## config.mk

```make
export PLATFORM = sky130hd
export DESIGN_NAME = four_bit_serial_subtractor
export DESIGN_NICKNAME = d
export VERILOG_FILES = /design/src/rtl/four_bit_serial_subtractor_pkg.sv /design/src/rtl/four_bit_serial_subtractor_full_subtractor.sv /design/src/rtl/four_bit_serial_subtractor.sv
export SDC_FILE = /design/constraint.sdc
export NUM_CORES = 1
export LEC_CHECK = 0
export BUFFER_PORTS_ARGS = -buffer_cell sky130_fd_sc_hd__buf_4
export CAP_MARGIN = 0
export CORE_MARGIN = 3
export CORE_UTILIZATION = 44
export CTS_CLUSTER_DIAMETER = 40
export DETAILED_ROUTE_END_ITERATION = 6
export MAX_ROUTING_LAYER = met4
export PLACE_DENSITY = 0.66
export SLEW_MARGIN = 20
export SYNTH_ARGS = -nofsm -noshare
export SYNTH_HDL_FRONTEND = slang
export SYNTH_SLANG_ARGS = --single-unit
```

## constraint.sdc

```tcl
create_clock -name clk -period 3 [get_ports clk]
set_input_delay 0.45 -clock clk [delete_from_list [all_inputs] [get_ports clk]]
set_output_delay 0.45 -clock clk [all_outputs]
set_load 0.1 [all_outputs]
```

## src/rtl/four_bit_serial_subtractor_pkg.sv

```systemverilog
// Shared types and constants for the bit-serial subtractor.
// Holds the FSM state encoding and the default operand width.
package four_bit_serial_subtractor_pkg;

  localparam int WIDTH_DEF = 4;

  typedef enum logic [1:0] {
    IDLE  = 2'd0,
    SHIFT = 2'd1,
    DONE  = 2'd2
  } state_t;

endpackage

```

## src/rtl/four_bit_serial_subtractor_full_subtractor.sv

```systemverilog
// One-bit full subtractor cell: Diff = X - Y - Bin.
// Ports: X, Y, Bin in; Diff, Bout out (Bout=1 when X < Y + Bin).
module full_subtractor (
  input  logic X,
  input  logic Y,
  input  logic Bin,
  output logic Diff,
  output logic Bout
);

  assign Diff = X ^ Y ^ Bin;
  assign Bout = (~X & Y) | (~(X ^ Y) & Bin);

endmodule

```

## src/rtl/four_bit_serial_subtractor.sv

```systemverilog
// Bit-serial subtractor: one bit per clock, LSB first.
// Ports: clk, rst, start, A, B, Bin in; D, Bout, V, Z, busy, done out.
module four_bit_serial_subtractor
  import four_bit_serial_subtractor_pkg::*;
#(
  parameter int WIDTH = WIDTH_DEF
) (
  input  logic             clk,
  input  logic             rst,
  input  logic             start,
  input  logic [WIDTH-1:0] A,
  input  logic [WIDTH-1:0] B,
  input  logic             Bin,
  output logic [WIDTH-1:0] D,
  output logic             Bout,
  output logic             V,
  output logic             Z,
  output logic             busy,
  output logic             done
);

  localparam int CW = $clog2(WIDTH);

  state_t           state_q, state_d;
  logic [CW-1:0]    cnt_q, cnt_d;
  logic [WIDTH-1:0] a_q, a_d;
  logic [WIDTH-1:0] b_q, b_d;
  logic [WIDTH-1:0] res_q, res_d;
  logic [WIDTH-1:0] d_q, d_d;
  logic             brw_q, brw_d;
  logic             bout_q, bout_d;
  logic             v_q, v_d;
  logic             z_q, z_d;

  logic             fs_diff;
  logic             fs_bout;
  logic             last;
  logic [WIDTH-1:0] shifted;

  full_subtractor u_fs (
    .X    (a_q[cnt_q]),
    .Y    (b_q[cnt_q]),
    .Bin  (brw_q),
    .Diff (fs_diff),
    .Bout (fs_bout)
  );

  assign last = (cnt_q == CW'(WIDTH - 1));

  // Result fills from the top so bit 0 lands in place after WIDTH steps.
  assign shifted = {fs_diff, res_q[WIDTH-1:1]};

  always_comb begin
    state_d = state_q;
    cnt_d   = cnt_q;
    a_d     = a_q;
    b_d     = b_q;
    res_d   = res_q;
    brw_d   = brw_q;
    d_d     = d_q;
    bout_d  = bout_q;
    v_d     = v_q;
    z_d     = z_q;
    unique case (state_q)
      IDLE: begin
        if (start) begin
          a_d     = A;
          b_d     = B;
          brw_d   = Bin;
          cnt_d   = '0;
          res_d   = '0;
          state_d = SHIFT;
        end
      end
      SHIFT: begin
        res_d = shifted;
        brw_d = fs_bout;
        cnt_d = cnt_q + 1'b1;
        if (last) begin
          state_d = DONE;
          d_d     = shifted;
          bout_d  = fs_bout;
          // brw_q is the borrow into the MSB here.
          v_d     = brw_q ^ fs_bout;
          z_d     = ~|shifted;
        end
      end
      DONE: begin
        state_d = IDLE;
      end
      default: begin
        state_d = IDLE;
      end
    endcase
  end

  always_ff @(posedge clk or posedge rst) begin
    if (rst) begin
      state_q <= IDLE;
      cnt_q   <= '0;
      a_q     <= '0;
      b_q     <= '0;
      res_q   <= '0;
      brw_q   <= 1'b0;
      d_q     <= '0;
      bout_q  <= 1'b0;
      v_q     <= 1'b0;
      z_q     <= 1'b0;
    end else begin
      state_q <= state_d;
      cnt_q   <= cnt_d;
      a_q     <= a_d;
      b_q     <= b_d;
      res_q   <= res_d;
      brw_q   <= brw_d;
      d_q     <= d_d;
      bout_q  <= bout_d;
      v_q     <= v_d;
      z_q     <= z_d;
    end
  end

  assign D    = d_q;
  assign Bout = bout_q;
  assign V    = v_q;
  assign Z    = z_q;
  assign busy = (state_q != IDLE);
  assign done = (state_q == DONE);

endmodule

```

==> flow_summary.ini <==
[run_status]
status = completed

[synthesis]
synth.area.top_cells = dfrtp_1 (57%), mux2_2 (17%), mux4_2 (4.5%), a22o_1 (3.5%), fa_1 (2.0%)
synth.largest_area_cell = dfrtp_1
synthesis.area_um2 = 1002
synthCells = 67
synth_area_per_cell_um2 = 14.96
yosysWarnings = 0
yosysSeqAreaShare_pct = 57.43
synth.most_common_cell = dfrtp_1
netlist.area_leader.share_pct = 57.43
ys_ff_latch = 23
yosys_most_used_dff = dfrtp_1
syn_nets = 81
synth_cell_type_count = 21
ys_top_cells_by_count = dfrtp_1 (23), mux2_2 (15), inv_1 (5), a22o_1 (4)
postSynth.asyncResetShare_pct = 100.0
synth_edf_count = 0

[timing]
setup_tns_ns = 0
rsz0062_at_grt = false
finClkSkew_ns = 0.008827
fin_ws_ns = 1.046
setup_violations = 0
worstMarginPinSlew_ns = 0.8497
timing.final.max_slew_violations = 0
whs_ns = 0.3080
max_slew_margin_pct = 43.29
fmax_mhz = 511.9
min_period_ns = 1.954
finalCritPeriodShare_pct = 65.12
hold_viol = 0

[hold_path]
hold_class = input port to async pin

[clock_tree]
cts_resized = 0
clk_pin_slew_ns = 0.12
tritoncts = done
clock_latency_ns = 0.30
postCtsSetupBuffers = 0
cts_root_buf = clkbuf_4
htreeDepth = 1
clockBufferDepth = 2
postCtsHoldBufs = 0
clock-sinks = 23
cts_buffers = 3

[drt]
ant_nets = 0
dr.pass1.iters = 3
drcViolationCount = 0
wl_met1_um = 779
routed_wl_um = 1556
viasPerCell = 5.026
vias = 583
dr_wl_met2_um = 701
drt_iter0_drc = 3
top_layer = met4
routedWlPerCell_um = 13.41
wl_met3_um = 61

[layout]
fillers = 174
utilization_pct = 58.31
drive_above_1_share_pct = 48.31
syn2layout_area_growth_pct = 19.97
fin_nets = 104
antenna_cells = 0

[critical_path]
critPathMaxStageDelay_ns = 0.56
worst-endpoint-arrival_ns = 2.16
r2r-start = cnt_q[0]
path_cells = mux4_2, fa_1, nor4_1, mux2_2
crit_required_ns = 3.20
crit_path_end_kind = flop
path_max_fanout = 4
reg2reg_slack_ns = 1.05
reg2reg_to = Z
path_class = flop to flop
cp_slowest_cell = fa_1
rr_worst_depth = 4
worstSetupStartpointType = flop

[placed_design]
hpwl_um = 1169
io_buffers = 20
gp_congestion = 0.6933
place_ws_ns = 1.035

[run]
drv_cap = 0

[die]
initial_core_util_pct = 48.60
dieWidth_um = 53.73
rows = 16
die_h_um = 53.73
io_pins = 21
die_area_um2 = 2886
core_um2 = 2062

[global_routing]
antenna_found_initial = 0
grt_pass1_vias = 611
overflow = 0
grt_max_degree = 24
track_usage_pct = 13.88
grt_pass1_wl_um = 2760
[critical path: cells and delay by family (launching register included)]
kind	cells	cell delay, ns
fa+ha+maj	1	0.56
flops	1	0.46
mux	2	0.79
simple gates	1	0.05
[state kept, by name, summed over array words and instances (netlist names)]
register / count
state_q: 2
Z: 1
b_q: 4
a_q: 4
V: 1
res_q: 3
brw_q: 1
cnt_q: 2
Bout: 1
D: 4
[how the worst max path moves through the flow]
stage | start | to | slack, ns | cells after the start
final | cnt_q[0] | Z | 1.05 | 4
after global routing | cnt_q[0] | V | 0.94 | 4
after CTS | cnt_q[0] | Z | 1.03 | 4
after detailed placement | cnt_q[0] | Z | 1.04 | 4
after global placement | cnt_q[0] | Z | 1.06 | 4
after floorplan | state_q[0] | done | 0.70 | 2
[cells in the final DEF (no fill, tap or decap), drive strengths merged]
master and n:
xnor2 1, nor2b 2, nor4b 1, inv 5, or2 1, fa 1, mux4 2, nand3b 1
a221oi 1, nor4 1, buf 20, dfrtp 23, mux2i 1, o21bai 1, nand2b 2, nor3b 1
a22o 4, ha 1, mux2 15, a21oi 1, clkbuf 4
[kinds of logic (layout without fill, tap and decap cells)]
family / after synthesis / after routing / synth area share (%)
flip-flops: 23 / 23 / 57.43
adder cells (fa/ha/maj): 2 / 2 / 3.246
AO/OA/AOI/OAI: 7 / 7 / 5.618
multiplexers: 18 / 18 / 22.35
AND/OR/NAND/NOR: 9 / 9 / 7.616
XOR/XNOR: 1 / 1 / 0.8741
buffers and inverters: 7 / 29 / 2.871
[stage by stage]
step | std cells | instance area [um2]
final | 116 | 1202
after global routing | 116 | 1202
after detailed placement | 112 | 1176
after global placement | 112 | 1176
after floorplan | 67 | 1002
after CTS | 116 | 1202
[per-layer routing]
metal | up-vias | track usage [%]
li1 | 280 | -
met1 | 290 | 20.43
met2 | 11 | 18.35
met3 | 2 | 2.493
met4 | 0 | 6.383
met5 | - | -
[layout make-up]
| class | instances | area [um2] | share of cell area, % |
|---|---|---|---|
| Multi-Input combinational cell | 37 | 397.9 | 33.09 |
| Tap cell | 27 | 33.78 | 2.810 |
| Clock buffer | 4 | 26.28 | 2.185 |
| Inverter | 5 | 18.77 | 1.561 |
| Sequential cell | 23 | 575.6 | 47.87 |
| Timing Repair Buffer | 20 | 150.1 | 12.49 |
Power is not shown: default switching activity piles up to over one toggle a cycle in this logic, so the estimate is an artifact.
